File: config.mk
export PLATFORM = sky130hd
export DESIGN_NAME = dvi_rx_channel
export DESIGN_NICKNAME = d
export VERILOG_FILES = /design/src/rtl/dvi_pkg.sv /design/src/rtl/tmds_decode.sv /design/src/rtl/dvi_rx_channel.sv
export SDC_FILE = /design/constraint.sdc
export NUM_CORES = 1
export LEC_CHECK = 0
export ABC_AREA = 1
export CORE_ASPECT_RATIO = 1.5
export CORE_MARGIN = 2
export CORE_UTILIZATION = 56
export DETAILED_ROUTE_END_ITERATION = 8
export PLACE_DENSITY = 0.86
export SYNTH_ARGS = -nofsm -noshare
export SYNTH_HDL_FRONTEND = slang
export SYNTH_SLANG_ARGS = --single-unit
File: constraint.sdc
create_clock -name I_rgb_clk -period 2.3 [get_ports I_rgb_clk]
set_clock_uncertainty 0.2 [all_clocks]
set_input_delay 0.46 -clock I_rgb_clk [delete_from_list [all_inputs] [get_ports I_rgb_clk]]
set_output_delay 0.46 -clock I_rgb_clk [all_outputs]
set_load 0.01 [all_outputs]
File: src/rtl/dvi_pkg.sv
// Shared definitions for the DVI receive path: TMDS control tokens,
// token decoding and the channel aligner state encoding.
package dvi_pkg;

    localparam logic [9:0] CTRL_TOKEN_00 = 10'h354;
    localparam logic [9:0] CTRL_TOKEN_01 = 10'h0AB;
    localparam logic [9:0] CTRL_TOKEN_10 = 10'h154;
    localparam logic [9:0] CTRL_TOKEN_11 = 10'h2AB;

    typedef enum logic [1:0] {
        ST_SEARCH = 2'd0,
        ST_SETTLE = 2'd1,
        ST_LOCKED = 2'd2
    } rx_state_t;

    typedef struct packed {
        logic       valid;
        logic [1:0] ctrl;
    } ctrl_decode_t;

    function automatic ctrl_decode_t tmds_ctrl_decode(input logic [9:0] word);
        ctrl_decode_t r;
        r.valid = 1'b1;
        r.ctrl  = 2'b00;
        case (word)
            CTRL_TOKEN_00: r.ctrl = 2'b00;
            CTRL_TOKEN_01: r.ctrl = 2'b01;
            CTRL_TOKEN_10: r.ctrl = 2'b10;
            CTRL_TOKEN_11: r.ctrl = 2'b11;
            default:       r.valid = 1'b0;
        endcase
        return r;
    endfunction

endpackage

File: src/rtl/tmds_decode.sv
// Registered TMDS 10b->8b decoder with control-token detection.
// Control bits are held from the last token through data periods.
module tmds_decode
    import dvi_pkg::*;
(
    input  logic       clk,
    input  logic       rst,
    input  logic [9:0] word,
    output logic       de,
    output logic [7:0] data,
    output logic [1:0] ctrl
);

    ctrl_decode_t tok;
    logic [7:0]   d;
    logic [7:0]   x;
    logic [7:0]   dec;

    always_comb begin
        tok = tmds_ctrl_decode(word);
        d   = word[9] ? ~word[7:0] : word[7:0];
        // x[i] = d[i] ^ d[i-1]; bit 0 passes d[0] through unchanged
        x   = d ^ {d[6:0], 1'b0};
        dec = word[8] ? x : {~x[7:1], x[0]};
    end

    always_ff @(posedge clk) begin
        if (rst) begin
            de   <= 1'b0;
            data <= '0;
            ctrl <= '0;
        end else if (tok.valid) begin
            de   <= 1'b0;
            data <= '0;
            ctrl <= tok.ctrl;
        end else begin
            de   <= 1'b1;
            data <= dec;
        end
    end

endmodule

File: src/rtl/dvi_rx_channel.sv
// One TMDS receive channel: input register, word-alignment FSM steering
// IDES10 bitslip, and the registered data/control decoder.
module dvi_rx_channel
    import dvi_pkg::*;
#(
    parameter int unsigned SEARCH_WINDOW = 4096,
    parameter int unsigned LOCK_RUN      = 16,
    parameter int unsigned SLIP_SETTLE   = 8
) (
    input  logic       I_rgb_clk,
    input  logic       I_rst,
    input  logic [9:0] I_word,
    output logic       O_bitslip,
    output logic       O_locked,
    output logic       O_de,
    output logic [7:0] O_data,
    output logic [1:0] O_ctrl,
    output logic [3:0] O_slip_cnt
);

    localparam int unsigned WIN_W = $clog2(SEARCH_WINDOW);
    localparam int unsigned RUN_W = $clog2(LOCK_RUN + 1);
    localparam int unsigned SET_W = $clog2(SLIP_SETTLE + 1);

    localparam logic [WIN_W-1:0] WIN_MAX  = WIN_W'(SEARCH_WINDOW - 1);
    localparam logic [RUN_W-1:0] RUN_MAX  = RUN_W'(LOCK_RUN);
    localparam logic [SET_W-1:0] SET_LAST = SET_W'(SLIP_SETTLE - 1);

    logic [9:0]       word_q;
    logic             word_vld;
    rx_state_t        state, state_n;
    logic [RUN_W-1:0] run_cnt, run_n, run_step;
    logic [1:0]       last_ctrl, last_n;
    logic [WIN_W-1:0] win_cnt, win_n, win_step;
    logic [SET_W-1:0] settle_cnt, settle_n;
    logic [3:0]       slip_cnt, slip_n;
    logic             bitslip_q, bitslip_n;
    logic             locked_q;

    ctrl_decode_t     tok;
    logic             is_tok;
    logic             is_data;
    logic             run_done;
    logic             win_expire;

    always_comb begin
        tok      = tmds_ctrl_decode(word_q);
        is_tok   = word_vld && tok.valid;
        is_data  = word_vld && !tok.valid;
        if ((run_cnt != '0) && (tok.ctrl == last_ctrl))
            run_step = (run_cnt == RUN_MAX) ? run_cnt : run_cnt + RUN_W'(1);
        else
            run_step = RUN_W'(1);
        run_done   = is_tok && (run_step == RUN_MAX);
        win_step   = (win_cnt == WIN_MAX) ? win_cnt : win_cnt + WIN_W'(1);
        win_expire = is_data && (win_cnt == WIN_MAX);
    end

    always_comb begin
        state_n   = state;
        run_n     = run_cnt;
        last_n    = last_ctrl;
        win_n     = win_cnt;
        settle_n  = '0;
        slip_n    = slip_cnt;
        bitslip_n = 1'b0;
        case (state)
            ST_SEARCH: begin
                if (is_tok) begin
                    run_n  = run_step;
                    last_n = tok.ctrl;
                    win_n  = '0;
                end else if (is_data) begin
                    run_n  = '0;
                    win_n  = win_step;
                end
                // A completed run takes priority over a coincident window expiry
                if (run_done) begin
                    state_n = ST_LOCKED;
                    run_n   = '0;
                    win_n   = '0;
                end else if (win_expire) begin
                    state_n   = ST_SETTLE;
                    bitslip_n = 1'b1;
                    slip_n    = (slip_cnt == 4'd9) ? 4'd0 : slip_cnt + 4'd1;
                end
            end
            ST_SETTLE: begin
                run_n    = '0;
                win_n    = '0;
                settle_n = settle_cnt + SET_W'(1);
                if (settle_cnt == SET_LAST) begin
                    state_n  = ST_SEARCH;
                    settle_n = '0;
                end
            end
            ST_LOCKED: begin
                slip_n = '0;
                run_n  = '0;
                if (is_tok) begin
                    win_n = '0;
                end else if (is_data) begin
                    win_n = win_step;
                end
                // Start the fresh search with a cleared window so no slip fires at once
                if (win_expire) begin
                    state_n = ST_SEARCH;
                    win_n   = '0;
                end
            end
            default: state_n = ST_SEARCH;
        endcase
    end

    always_ff @(posedge I_rgb_clk) begin
        if (I_rst) begin
            word_q     <= CTRL_TOKEN_00;
            word_vld   <= 1'b0;
            state      <= ST_SEARCH;
            run_cnt    <= '0;
            last_ctrl  <= '0;
            win_cnt    <= '0;
            settle_cnt <= '0;
            slip_cnt   <= '0;
            bitslip_q  <= 1'b0;
            locked_q   <= 1'b0;
        end else begin
            word_q     <= I_word;
            word_vld   <= 1'b1;
            state      <= state_n;
            run_cnt    <= run_n;
            last_ctrl  <= last_n;
            win_cnt    <= win_n;
            settle_cnt <= settle_n;
            slip_cnt   <= slip_n;
            bitslip_q  <= bitslip_n;
            locked_q   <= (state == ST_LOCKED);
        end
    end

    tmds_decode u_decode (
        .clk  (I_rgb_clk),
        .rst  (I_rst),
        .word (word_q),
        .de   (O_de),
        .data (O_data),
        .ctrl (O_ctrl)
    );

    assign O_bitslip  = bitslip_q;
    assign O_locked   = locked_q;
    assign O_slip_cnt = slip_cnt;

endmodule

==> flow_summary.ini, run 1 <==
[global_route]
grt_max_degree = 20
grt_pass1_vias = 2217
grt_pass1_wl_um = 8820
antenna_found_initial = 0
gr-total-overflow = 0
grt.total_usage = 0.215

[placement]
port_buffers = 28
place_congestion = 0.884
post-place-ws_ps = 257
hpwl_um = 3890

[logic_synthesis]
synthCells = 351
synth.distinct_cells = 32
ys_ff_latch = 53
yosysTopAreaCell = dfxtp_1
synthTopCellsByArea = dfxtp_1 (40%), nand2_1 (7.2%), xor2_1 (6.9%), inv_1 (6.6%), nor2_1 (6.6%)
yosysWarnings = 0
syn-num-nets = 376
ys_seq_area_frac = 0.397
yosysTopAreaCellShare = 0.397
syn_area_sq_mm = 0.00267
syn_area_per_cell_sq_um = 7.61

[sta]
hold_slack_ps = 267
rsz0062_at_grt = false
fmax_mhz = 476
maxSlewViolCount = 0
setup_slack_ps = 200
worstMarginPinSlew_ps = 409
setup_viol = 0
min_period_ps = 2100
setup_tns_ps = 0
slew_headroom = 0.728
period_share = 0.913
hold_viol_final = 0

[worst_setup_path]
cp.arrival_ps = 2150
r2r_start = word_q[1]
crit_path_start = word_q[1]
crit_fanout = 4
critPathCaptureType = flip-flop
start_kind = flip-flop
crit_type = flip-flop to flip-flop
required_ps = 2350

[detailed_routing]
wl_per_cell_um = 11.0
drc = 0
drt_first_pass_iters = 4
vias_per_cell = 4.98
vias = 2243
totalWireLength_um = 4970
drtIter0Drc = 89
drtAntennaViolNets = 0

[cts]
cts_tree = yes
cts.path.max_buffers = 2
clk_latency_ps = 310
postCtsHoldBufs = 0
cts_sinks = 53
cts_made_buffers = 5
cts-root-buf = clkbuf_8
clkTransAtPathRegs_ps = 100
h-tree-depth = 2

[cells_and_area]
layout-drive-gt1-share = 0.132
antenna_cells = 0
area_delta_synth_final_pct = 17.8
fin_nets = 410

[min_path]
hold_class = flip-flop to flip-flop
min_from = u_decode.ctrl[0]

[run]
drv_cap = 0

[power]
p_leak_nw = 1.41
cellPowerDensity_mw_per_mm2 = 558
ir_drop_uv = 470
design_power_total_w = 0.00176

[floorplanning]
die_w_um = 60.4
dieArea_sq_mm = 0.00535
die_y_um = 88.6
core.rowCount = 30
start_util = 0.588
ios = 29
coreArea_sq_mm = 0.00454

[run_status]
outcome = finished clean
==> synth_stat cells, drive strengths merged <==
master / instances
buf: 3
xor2: 21
ha: 13
o21ai: 20
nand4: 3
nand3: 22
o211a: 1
nor3b: 1
xnor2: 4
dfxtp: 53
nand3b: 3
a31oi: 2
o211ai: 3
a211oi: 1
a21oi: 19
clkbuf: 3
or2: 5
nor3: 4
inv: 53
nor2: 57
nand2: 60
==> power breakdown <==
group,switching (W),internal (W)
combinational,0.000118,0.000105
sequential,0.0000246,0.000955
clock,0.000326,0.000227
==> stage by stage <==
stage	instance area [sq um]	utilization	cells
after global placement	3040	0.670	442
final	3150	0.693	450
after detailed placement	3040	0.670	442
after floorplan	2670	-	351
after global routing	3150	0.693	450
after CTS	3140	0.692	450
==> placed cells by master, fill, tap and decap left out, types with 5 or more instances in the layout <==
master,synthesis,final
nand3_1,18,18
dfxtp_1,53,53
o21ai_0,13,13
inv_2,6,6
nand2_1,51,51
a21oi_1,18,18
nor2_2,5,6
o21ai_1,6,6
inv_1,47,47
nand2_2,9,9
xor2_1,21,21
buf_4,1,5
ha_1,13,13
or2_2,5,5
clkbuf_8,0,5
clkdlybuf4s50_1,0,28
nor2_4,5,5
nor2_1,47,46
==> cell type report <==
| class | count | area, sq um |
|---|---|---|
| Fill cell | 356 | 1400 |
| Clock buffer | 5 | 68.8 |
| Sequential cell | 53 | 1060 |
| Multi-Input combinational cell | 239 | 1390 |
| Timing Repair Buffer | 33 | 318 |
| Inverter | 53 | 199 |
| Clock inverter | 3 | 33.8 |
| Tap cell | 64 | 80.1 |
==> flip-flops by register name, indices dropped and copies added, names as in the netlist <==
name and cells:
word_q 10, last_ctrl 2, run_cnt 5, u_decode.ctrl 2
O_locked 1, settle_cnt 4, u_decode.de 1, word_vld 1
O_slip_cnt 4, state 2, u_decode.data 8, O_bitslip 1
win_cnt 12
==> path summary, 6_finish.rpt <==
check                                        end  slack [ps]  cells past startpoint
worst max-delay path                    state[1]         200                     13
worst min-delay path            u_decode.ctrl[0]         270                      2
worst max register to register          state[1]         200                     13
worst min register to register  u_decode.ctrl[0]         270                      2
==> cells by family after synthesis <==
kind of cell | Yosys count | synth area share
adders and majority gates | 13 | 0.0609
DFF | 53 | 0.397
AOI/OAI and AO/OA | 46 | 0.0956
xor gates and xnor gates | 25 | 0.0820
buffers and inverters | 59 | 0.0848
and+or+nand+nor | 155 | 0.280
==> per-layer routing <==
layer	up-vias	share of wire	GRT usage
li1	1164	-	-
met4	0	0.036	0.115
met2	42	0.53	0.400
met5	-	0	0
met1	1021	0.41	0.218
met3	16	0.026	0.0365
==> repair_timing <==
item	4_1_cts	5_1_grt
resized for setup	0	1
setup buffers	0	0
setup endpoints to repair	0	2
==> critical path, cell delays in order (launching register included) <==
cell and delay [ps]:
dfxtp_1 380, ha_1 160, nand2_1 80, nor2_4 110
nand3_2 120, nand2_2 140, inv_2 60, nor2_2 90
inv_1 130, nor3_2 190, nand3_1 110, nor2_1 110
nor2_1 50, nor2_1 100
No activity file was read; power rests on OpenSTA's default activity.
==> inputs of run 2 (changes only) <==
--- a/config.mk
+++ b/config.mk
@@ -10,6 +10,7 @@
 export CORE_MARGIN = 2
 export CORE_UTILIZATION = 56
 export DETAILED_ROUTE_END_ITERATION = 8
+export MAX_ROUTING_LAYER = met4
 export PLACE_DENSITY = 0.86
 export SYNTH_ARGS = -nofsm -noshare
 export SYNTH_HDL_FRONTEND = slang
==> flow_summary.ini, run 2 (same netlist as run 1, synthesis figures left out) <==
[run_status]
outcome = finished clean

[floorplanning]
start_util = 0.588
die_w_um = 60.4
core.rowCount = 30
dieArea_sq_mm = 0.00535
die_y_um = 88.6
ios = 29
coreArea_sq_mm = 0.00454

[sta]
rsz0062_at_grt = false
slew_headroom = 0.728
maxSlewViolCount = 0
hold_viol_final = 0
period_share = 0.913
setup_tns_ps = 0
worstMarginPinSlew_ps = 408
setup_viol = 0
hold_slack_ps = 267
min_period_ps = 2100
fmax_mhz = 476

[worst_setup_path]
cpMostUsedCell = nor2_1
r2r_start = word_q[1]
cp.arrival_ps = 2150
critPathMaxStageDelay_ps = 380
crit_fanout = 4
cp_cell_sequence = ha_1 -> nand2_1 -> nor2_4 -> nand3_2 -> nand2_2 -> inv_2 -> nor2_2 -> inv_1 -> nor3_2 -> nand3_1 -> nor2_1 -> nor2_1 -> nor2_1
crit_type = flip-flop to flip-flop
crit_end = state[1]
crit_slowest_cell = dfxtp_1
crit_path_start = word_q[1]
start_kind = flip-flop
required_ps = 2350
reg2reg_depth = 13
reg2reg_to = state[1]
critPathCaptureType = flip-flop
rrSetupSlack_ps = 200

[cells_and_area]
area_delta_synth_final_pct = 17.8
fin_cells = 450
regMostFlops = win_cnt
largest_reg_flops = 12
reg.largest.list = win_cnt: 12 flops, word_q: 10 flops, u_decode.data: 8 flops
final_common_cell = dfxtp_1
final_util = 0.693
layout-drive-gt1-share = 0.132
final_cell_mix = dfxtp_1 (53), nand2_1 (51), inv_1 (47), nor2_1 (46), clkdlybuf4s50_1 (28)
antenna_cells = 0
fin_nets = 410

[cts]
cts.path.max_buffers = 2
clkTransAtPathRegs_ps = 100
cts_tree = yes
cts_sinks = 53
cts-root-buf = clkbuf_8
h-tree-depth = 2
cts_made_buffers = 5
clk_latency_ps = 310
postCtsSetupBuffers = 0

[detailed_routing]
totalWireLength_um = 4970
vias = 2247
drtIter0Drc = 89
wl_per_cell_um = 11.0
drc = 0
drtAntennaViolNets = 0
drt_first_pass_iters = 4
vias_per_cell = 4.99

[power]
power_frac_seq = 0.558
design_power_total_w = 0.00176
swShare = 0.267
ir_drop_uv = 470
p_comb_frac = 0.127
internal-power_w = 0.00129
power.switching_w = 0.000469
cellPowerDensity_mw_per_mm2 = 558
clkPwrFrac = 0.315
p_leak_nw = 1.41

[global_route]
grt.total_usage = 0.221
grt_pass1_wl_um = 8830
antenna_found_initial = 0
gr-total-overflow = 0
grt_pass1_vias = 2220
grt_max_degree = 20

[placement]
port_buffers = 28
hpwl_um = 3890
place_congestion = 0.899
placed_cells_incl_taps = 442

[run]
drv_cap = 0

[min_path]
hold_class = flip-flop to flip-flop
[run 2: cell counts in the layout (fill, tap and decap cells not counted)]
Identical to the previous run, type by type.
[run 2: how the worst min path moves through the flow]
| stage | end | from | depth (start not counted) |
|---|---|---|---|
| 2_1_floorplan | settle_cnt[0] | settle_cnt[0] | 1 |
| 3_3_place_gp | settle_cnt[0] | settle_cnt[0] | 1 |
| 3_5_place_dp | u_decode.ctrl[0] | u_decode.ctrl[0] | 2 |
| 4_1_cts | u_decode.ctrl[0] | u_decode.ctrl[0] | 2 |
| 5_1_grt | settle_cnt[0] | settle_cnt[0] | 1 |
| 6_report | u_decode.ctrl[0] | u_decode.ctrl[0] | 2 |
[run 2: area by class of cell]
class                   instances  area (sq um)
clock buffers                   5          68.8
clock inverters                 3          33.8
fillers                       356          1400
inverters                      53           199
multi-input cells             239          1390
flip-flops and latches         53          1060
well taps                      64          80.1
repair buffers                 33           318
[run 2: metal layers]
| layer | share of wire | vias to the layer above | GRT usage |
|---|---|---|---|
| met5 | 0 | - | - |
| met4 | 0.036 | 0 | 0.115 |
| met3 | 0.026 | 16 | 0.0365 |
| met2 | 0.53 | 44 | 0.400 |
| met1 | 0.40 | 1023 | 0.219 |
| li1 | - | 1164 | - |
[run 2: timing repair]
item | in CTS | in global routing
hold buffers | 0 | 0
endpoints found under the setup margin | 0 | 2
resized for setup | 0 | 1
[run 2: worst max-delay path: cells and delay by family, from the launching register on]
| family | cells | cell delay (ps) |
|---|---|---|
| flip-flops | 1 | 380 |
| AND/OR/NAND/NOR | 10 | 1100 |
| buffers and inverters | 2 | 190 |
| adder cells (fa/ha/maj) | 1 | 160 |
[run 2: power groups by stage]
stage                     Sequential [W]  Clock (W)  Combinational, W
after floorplan                  0.00101          0          0.000135
after global placement          0.000999          0          0.000218
after detailed placement         0.00100          0          0.000223
after CTS                       0.000980   0.000570          0.000224
after global routing            0.000986   0.000605          0.000252
final                           0.000980   0.000553          0.000223
[run 2: per-stage QoR]
stage | setup WS (ps) | cell area, sq um
after CTS | 221 | 3140
after floorplan | 440 | 2670
after global routing | 7.88 | 3150
after detailed placement | 257 | 3040
after global placement | 311 | 3040
final | 200 | 3150
